===== src/rtl/pacman_motion_ctrl.sv =====
// rtl/pacman_motion_ctrl.sv - pacman position, direction, animation and life sequencer
module pacman_motion_ctrl #(
  parameter logic [9:0] START_X      = 10'd327,
  parameter logic [9:0] START_Y      = 10'd247,
  parameter logic [1:0] START_DIR    = 2'b11,
  parameter logic [9:0] X_MIN        = 10'd7,
  parameter logic [9:0] X_MAX        = 10'd631,
  parameter int         MOVE_DIV     = 2,
  parameter int         ANIM_DIV     = 4,
  parameter int         DEATH_FRAMES = 60,
  parameter logic [1:0] LIVES        = 2'd3
) (
  input  logic       clk,
  input  logic       rst,
  input  logic       frame_tick,
  input  logic       start,
  input  logic       dir_req_valid,
  input  logic [1:0] dir_req,
  input  logic [3:0] wall,
  input  logic       ghost_hit,
  output logic [9:0] xloc,
  output logic [9:0] yloc,
  output logic [1:0] pacman_dir,
  output logic       pacman_alive,
  output logic [1:0] animation_cycle,
  output logic [1:0] lives,
  output logic       game_over,
  output logic       moving
);

  localparam logic [1:0] S_IDLE  = 2'd0;
  localparam logic [1:0] S_MOVE  = 2'd1;
  localparam logic [1:0] S_DYING = 2'd2;
  localparam logic [1:0] S_OVER  = 2'd3;

  localparam logic [1:0] D_RT = 2'b00;
  localparam logic [1:0] D_UP = 2'b01;
  localparam logic [1:0] D_DN = 2'b10;

  localparam int MW = (MOVE_DIV > 1) ? $clog2(MOVE_DIV) : 1;
  localparam int AW = (ANIM_DIV > 1) ? $clog2(ANIM_DIV) : 1;
  localparam int DW = (DEATH_FRAMES > 1) ? $clog2(DEATH_FRAMES) : 1;
  localparam logic [MW-1:0] MOVE_LAST  = MW'(MOVE_DIV - 1);
  localparam logic [AW-1:0] ANIM_LAST  = AW'(ANIM_DIV - 1);
  localparam logic [DW-1:0] DEATH_LAST = DW'(DEATH_FRAMES - 1);

  logic [1:0]    state;
  logic [1:0]    pend_dir;
  logic          anim_down;
  logic [MW-1:0] move_cnt;
  logic [AW-1:0] anim_cnt;
  logic [DW-1:0] death_cnt;

  logic          aligned;
  logic [1:0]    step_dir;
  logic          blocked;
  logic [9:0]    next_x;
  logic [9:0]    next_y;
  logic [1:0]    next_cycle;
  logic          next_down;
  logic          respawn;

  // Direction choice, wall test, next position and next animation frame for a step
  always_comb begin
    aligned  = (xloc[3:0] == 4'd7) && (yloc[3:0] == 4'd7);
    step_dir = pacman_dir;
    if (pend_dir == (pacman_dir ^ 2'b11)) begin
      step_dir = pend_dir;
    end else if (aligned && !wall[pend_dir]) begin
      step_dir = pend_dir;
    end
    blocked = aligned && wall[step_dir];

    next_x = xloc;
    next_y = yloc;
    case (step_dir)
      D_RT:    next_x = (xloc == X_MAX) ? X_MIN : xloc + 10'd1;
      D_UP:    next_y = yloc - 10'd1;
      D_DN:    next_y = yloc + 10'd1;
      default: next_x = (xloc == X_MIN) ? X_MAX : xloc - 10'd1;
    endcase

    // Ping-pong 0,1,2,1,0,...; anim_down flips at the ends
    next_cycle = animation_cycle;
    next_down  = anim_down;
    if (!anim_down) begin
      if (animation_cycle == 2'd2) begin
        next_cycle = 2'd1;
        next_down  = 1'b1;
      end else begin
        next_cycle = animation_cycle + 2'd1;
      end
    end else begin
      if (animation_cycle == 2'd0) begin
        next_cycle = 2'd1;
        next_down  = 1'b0;
      end else begin
        next_cycle = animation_cycle - 2'd1;
      end
    end

    respawn = ((state == S_DYING) && frame_tick && (death_cnt == DEATH_LAST) && (lives > 2'd1))
           || ((state == S_OVER) && start);
  end

  // Game state sequencer and all sprite registers
  always_ff @(posedge clk) begin
    if (rst) begin
      state           <= S_IDLE;
      xloc            <= START_X;
      yloc            <= START_Y;
      pacman_dir      <= START_DIR;
      pend_dir        <= START_DIR;
      pacman_alive    <= 1'b1;
      animation_cycle <= 2'd0;
      anim_down       <= 1'b0;
      lives           <= LIVES;
      game_over       <= 1'b0;
      moving          <= 1'b0;
      move_cnt        <= '0;
      anim_cnt        <= '0;
      death_cnt       <= '0;
    end else begin
      if (dir_req_valid) begin
        pend_dir <= dir_req;
      end

      case (state)
        S_IDLE: begin
          if (start) begin
            state <= S_MOVE;
          end
        end
        S_MOVE: begin
          if (ghost_hit) begin
            state           <= S_DYING;
            pacman_alive    <= 1'b0;
            moving          <= 1'b0;
            animation_cycle <= 2'd0;
            death_cnt       <= '0;
          end else if (frame_tick) begin
            if (move_cnt == MOVE_LAST) begin
              move_cnt   <= '0;
              pacman_dir <= step_dir;
              if (blocked) begin
                moving <= 1'b0;
              end else begin
                moving <= 1'b1;
                xloc   <= next_x;
                yloc   <= next_y;
                if (anim_cnt == ANIM_LAST) begin
                  anim_cnt        <= '0;
                  animation_cycle <= next_cycle;
                  anim_down       <= next_down;
                end else begin
                  anim_cnt <= anim_cnt + 1'b1;
                end
              end
            end else begin
              move_cnt <= move_cnt + 1'b1;
            end
          end
        end
        S_DYING: begin
          if (frame_tick) begin
            if (death_cnt == DEATH_LAST) begin
              if (lives > 2'd1) begin
                lives <= lives - 2'd1;
                state <= S_MOVE;
              end else begin
                lives     <= 2'd0;
                game_over <= 1'b1;
                state     <= S_OVER;
              end
            end else begin
              death_cnt <= death_cnt + 1'b1;
            end
          end
        end
        S_OVER: begin
          if (start) begin
            lives     <= LIVES;
            game_over <= 1'b0;
            state     <= S_MOVE;
          end
        end
        default: state <= S_IDLE;
      endcase

      // Respawn overrides any same-cycle pend_dir load
      if (respawn) begin
        xloc            <= START_X;
        yloc            <= START_Y;
        pacman_dir      <= START_DIR;
        pend_dir        <= START_DIR;
        pacman_alive    <= 1'b1;
        animation_cycle <= 2'd0;
        anim_down       <= 1'b0;
        moving          <= 1'b0;
        move_cnt        <= '0;
        anim_cnt        <= '0;
        death_cnt       <= '0;
      end
    end
  end

endmodule

===== config.mk =====
export PLATFORM = sky130hd
export DESIGN_NAME = pacman_motion_ctrl
export DESIGN_NICKNAME = d
export VERILOG_FILES = /design/src/rtl/pacman_motion_ctrl.sv
export SDC_FILE = /design/constraint.sdc
export NUM_CORES = 1
export LEC_CHECK = 0
export BUFFER_PORTS_ARGS = -buffer_cell sky130_fd_sc_hd__buf_2
export CAP_MARGIN = 30
export CORE_ASPECT_RATIO = 1.2
export CORE_MARGIN = 5
export CORE_UTILIZATION = 60
export CTS_BUF_LIST = sky130_fd_sc_hd__clkbuf_16
export CTS_CLUSTER_DIAMETER = 80
export DETAILED_ROUTE_END_ITERATION = 8
export GPL_TIMING_DRIVEN = 0
export PLACE_DENSITY = 0.83
export SKIP_LAST_GASP = 1
export SLEW_MARGIN = 15
export SYNTH_ARGS = -nofsm -noshare
export SYNTH_HDL_FRONTEND = slang
export SYNTH_SLANG_ARGS = --single-unit

===== constraint.sdc =====
create_clock -name clk -period 13.5 [get_ports clk]
set_input_delay 4.05 -clock clk [delete_from_list [all_inputs] [get_ports clk]]
set_output_delay 4.05 -clock clk [all_outputs]
set_load 0.005 [all_outputs]

* Yosys cells after proc, flatten, opt, wreduce, memory -nomap -nowiden *
Index checks and enable logic that the tools add are counted.

storage, ports and cells
  register bits after elaboration = 43
  output and inout bits = 29

operators by class
  add/sub/neg operators = 10
  magnitude comparators = 3
  equal/unequal tests = 21
  muxes and demuxes = 47
  bitwise logic cells = 4
  reductions and logical operators = 34

operators by type and width
  cell                                                 number
  2-to-1 mux 2 bit                                     20
  one-hot mux 10 bit (2 select lines)                  2
  adder 10 x 1 -> 10 bit (second input constant)       2
  2-to-1 mux 10 bit                                    2
  subtractor 10 x 1 -> 10 bit (second input constant)  2
  2-to-1 mux 6 bit                                     3
  AND reduction 6 bit                                  3
  AND reduction 4 bit                                  4
  AND reduction 5 bit                                  3
  2-to-1 mux 1 bit                                     14
  != test 2 bit (second input constant)                6
  one-hot mux 6 bit (2 select lines)                   1
  nonzero test 2 bit                                   6
  == test 10 bit (second input constant)               1
  == test 10 x 3 -> 1 bit (second input constant)      1
  == test 2 bit (second input constant)                5
  == test 4 x 3 -> 1 bit (second input constant)       2
  logical AND 1 bit                                    7
  adder 6 x 1 -> 6 bit (second input constant)         1
  == test 6 bit (second input constant)                1
  logical NOT 2 bit                                    3
  < comparator 2 x 3 -> 1 bit (second input constant)  2
  one-hot mux 2 bit (3 select lines)                   1
  AND reduction 3 bit                                  2
  16 further kinds                                     25

* Longest topological paths before layout *
  depth after elaboration = 13
  gate-level depth with buffers = 14
  gate-level depth less buffers = 14

* Worst setup path after synthesis *
Ideal clock, no wire load.

  path type = input to register
  start = in wall[3]
  end = reg yloc[9]
  setup time = 0.070 ns
  arrival = 7.040 ns
  path slack = 6.389 ns
  stages on the path = 13
  path buffers = 0
  path through = mux4_2 > o31ai_2 > mux2i_1 > ha_1 > inv_1 > ha_1 > a21o_1 > a211oi_1 > nor2_1 > o41a_1 > mux2i_1 > a31o_2 > a21oi_1

between the ends
  longest elaborated chain between the ends = 11

RTL lines
  what                                    line  source
  from (decl)                             19    input logic [3:0] wall,
  binary-select mux 1 bit (select 2 bit)  69    end else if (aligned && !wall[pend_dir]) begin
  2-to-1 mux 1 bit (implied by the code)  69
  logical NOT 1 bit                       69
  logical AND 1 bit                       69
  2-to-1 mux 2 bit                        69
  2-to-1 mux 2 bit                        67    if (pend_dir == (pacman_dir ^ 2'b11)) begin
  binary-select mux 1 bit (select 2 bit)  72    blocked = aligned && wall[step_dir];
  2-to-1 mux 1 bit (implied by the code)  72
  logical AND 1 bit                       72
  inverter 1 bit (no source line)         --
  AND reduction 6 bit (no source line)    --
  to (signal assigned)                    150   yloc <= next_y;
  to (decl)                               22    output logic [9:0] yloc,

Several ways; a longest one is shown, not always the timed one. The select of a mux whose other input is x is not followed.
A chain may end at the register's enable or synchronous reset.

* Worst setup path after layout *
Ends and elaborated chain as after synthesis.

==> metrics.md <==
| Metric | Value |
|---|---|
| Hold_buf cts | 0 |
| Setup slack at placement | just under 6 ns |
| Post-Syn Instances | around 340 |
| Fin crit period | approximately 7.3 ns |
| CTS root buffer | clkbuf_16 |
| CTS clk-pin slew, worst paths | roughly 0.06 ns |
| Largest stage delay, worst path | around 0.47 ns |
| Hold slack | approximately 0.44 ns |
| CP Max Fanout | 10 |
| Share of layout cells above drive strength 1 | 17.9% |
| Hold Path Class | register to register |
| CTS HTree Levels | 2 |
| Slew margin rel. | between 50% and 60% |
| Commonest cells in the synthesized netlist | 43 x dfxtp_1, 37 x nand2_1, 28 x nor2_1 |
| Chip Height | roughly 85 um |
| Yosys top cell by area | dfxtp_1 |
| Final setup violation count | 0 |
| Pin count of the biggest net entering global routing | 13 |
| Fin. max-slew vios | 0 |
| Final Core Density | 71.2% |
| Top-count cell post-synth | dfxtp_1 |
| Post-DP HPWL | between 5 and 6 mm |
| Gr ovfl total | 0 |
| Power Dens Cells | 104 nW/um^2 |
| Antenna cells | 0 |
| Vias per inst | 6.13 |
| Ys Warns | 0 |
| Vias | 2753 |
| Die width | a little over 70 um |
| Clock tree from TritonCTS | built |
| Antenna viol nets, final | 0 |
| Number of synthesized flops with an enable pin | 0 |
| Final period utilization | between 50% and 60% |
| Starting density of the core | between 60% and 70% |
| Crit path cell chain | buf_2 -> mux4_2 -> o31ai_2 -> mux2i_1 -> ha_1 -> inv_1 -> ha_1 -> a21o_1 -> a211oi_1 -> nor2_1 -> o41a_1 -> mux2i_1 -> a31o_2 -> a21oi_1 |
| Fin cells | about 450 |
| Worst setup margin | about 6.2 ns |
| Worst-margin pin slew | between 0.6 and 0.7 ns |
| Die area | between 6000 and 7000 um^2 |
| DRT iter0 DRCs | approximately 140 |
| Mapped Area | between 2000 and 3000 um^2 |
| Post-Syn Nets | between 300 and 400 |
| Area grow syn2layout | 15.5% |
| Gr usage total | between 20 and 25% |
| Critical path data required time | 13.65 ns |
| Total negative slack | 0 ns |
| Number of global-route vias before repair | 2648 |
| Critical-path top delay cell | mux4_2 |
| Post-synth cell types | 53 |
| Startpoint Class | input port |
| Crit. Startpoint | wall[3] |
| Initial antenna violation count | 0 |
| Final wirelength | 6.95 mm |
| Syn Area/Cell | 8.20 um^2 |
| Drt wl/cell | between 15 and 20 um |
| Remaining DRCs | 0 |
| Main synth FF type | dfxtp_1 |
| Fin nets | approximately 420 |
| Clock Latency Late Sink | between 0.2 and 0.3 ns |
| Kind of critical path | input port to register |
| FMAX | ~140 MHz |
| # IOs | 41 |
| Max VDD drop | approximately 0.060 mV |
| Final Hold Vio Count | 0 |
| Worst r2r src | pend_dir[0] |
| Number of clock sinks | between 40 and 50 |
| CTS max path bufs | 2 |
| Post-synthesis register bit count | 43 |
| CTS Buf Count | 5 |
| Drt first pass iters | 4 |
| Ys async rst share | 0% |
| Largest cells by area after synthesis | dfxtp_1 31%, ha_1 8.0%, nand2_1 4.9% |
| Port buffer count | 40 |
| RSZ-0062 raised after global routing | no |
| Post-CTS setup buffer count | 0 |
| Leak Pwr | 1.36 nW |
| Post-synth top area share | 30.6% |
| Sequential fraction of the synthesis area | between 30% and 40% |
| Outcome | complete, no violations |
| Core ar. | around 4600 um^2 |
| Max-Cap Viols | 0 |
| Worst path arrival time | roughly 7.5 ns |
| Rows | 27 |
| CTS resizes | 0 |
| RD Place Congestion | 0.867 |
| CP endpoint kind | register |
| First-pass GRT wire length | around 12 mm |
| Final Skew | 0.00402 ns |
| Fill count | about 390 |
| Cells after DPL | 441 |
| Hold_sp | pacman_alive |
-- worst max-delay path, delay by kind of cell --
kind / cells / cell delay, ns
buffers and inverters: 2 / 0.32
AO/OA/AOI/OAI: 6 / 1.26
adder cells (fa/ha/maj): 2 / 0.65
multiplexers: 3 / 1.10
AND/OR/NAND/NOR: 1 / 0.11
-- power breakdown --
group,internal (mW),leakage [nW],switching (mW)
combinational,0.0274,0.936,0.0399
sequential,0.131,0.348,0.00463
clock,0.0856,0.0811,0.0476
-- cell usage in the layout, fill, tap and decap left out, drive strengths merged, types with 2 or more instances in the layout --
cell    netlist  routed
buf           2      42
nor3         12      12
inv          16      17
or3           3       3
o31ai         4       4
xor2          9       9
a21o          2       2
mux2i        10      10
a31o          4       4
o32ai         2       2
and3          5       5
or2           6       6
dfxtp        43      43
nor2         28      28
nand2        37      37
clkbuf        8      14
o311ai        3       3
o211ai       11      11
o22ai         2       2
nor2b         2       2
nand2b        6       6
nand3        12      12
nor4          2       2
mux2          2       2
nand4         6       6
a21oi        25      25
a31oi        10      10
nand3b        3       3
mux4          2       2
o21ai        22      22
ha           18      18
xnor2         6       6
and2          3       3
nand4b        2       2
a211oi        4       4
-- layer usage --
| metal | track usage [%] | wire, um | vias up |
|---|---|---|---|
| met5 | 0 | 0 | - |
| met2 | 42.5 | 3590 | 76 |
| met3 | 4.27 | 350 | 7 |
| met1 | 27.1 | 2940 | 1316 |
| li1 | - | - | 1354 |
| met4 | 6.71 | 68 | 0 |
-- kinds of logic after synthesis --
logic type,share of synthesized area (%)
xor+xnor,4.67
flops,30.6
buf+inv,3.78
simple gates,22.7
compound gates,23.5
fa+ha+maj,8.72
mux,5.96
-- state kept, by name, summed over array words and instances (netlist names), named ones only --
signal,cells
xloc,10
yloc,10
death_cnt,6
anim_cnt,2
animation_cycle,2
lives,2
pacman_dir,2
pend_dir,2
state,2
game_over,1
move_cnt,1
moving,1
pacman_alive,1
-- worst paths after layout --
path                        to  slack, ns  cells after the start
hold / removal    pacman_alive       0.44                      2
setup reg to reg       yloc[9]       9.50                     13
hold reg to reg   pacman_alive       0.44                      2
setup / recovery       yloc[9]       6.16                     14
-- layout make-up --
class | instances | area (um^2) | area share (%)
Clock buffer | 5 | 125 | 3.85
Buffer | 10 | 46.3 | 1.43
Sequential cell | 43 | 861 | 26.5
Tap cell | 58 | 72.6 | 2.23
Multi-Input combinational cell | 274 | 1840 | 56.8
Clock inverter | 2 | 33.8 | 1.04
Timing Repair Buffer | 41 | 205 | 6.32
Inverter | 16 | 60.1 | 1.85
-- per-stage QoR --
stage	total power, mW	cell area, um^2
floorplan	0.190	2810
global placement	0.203	3080
detailed placement	0.205	3080
CTS	0.338	3240
global route	0.353	3250
finish	0.336	3250
(Power assumes the default switching activity.)
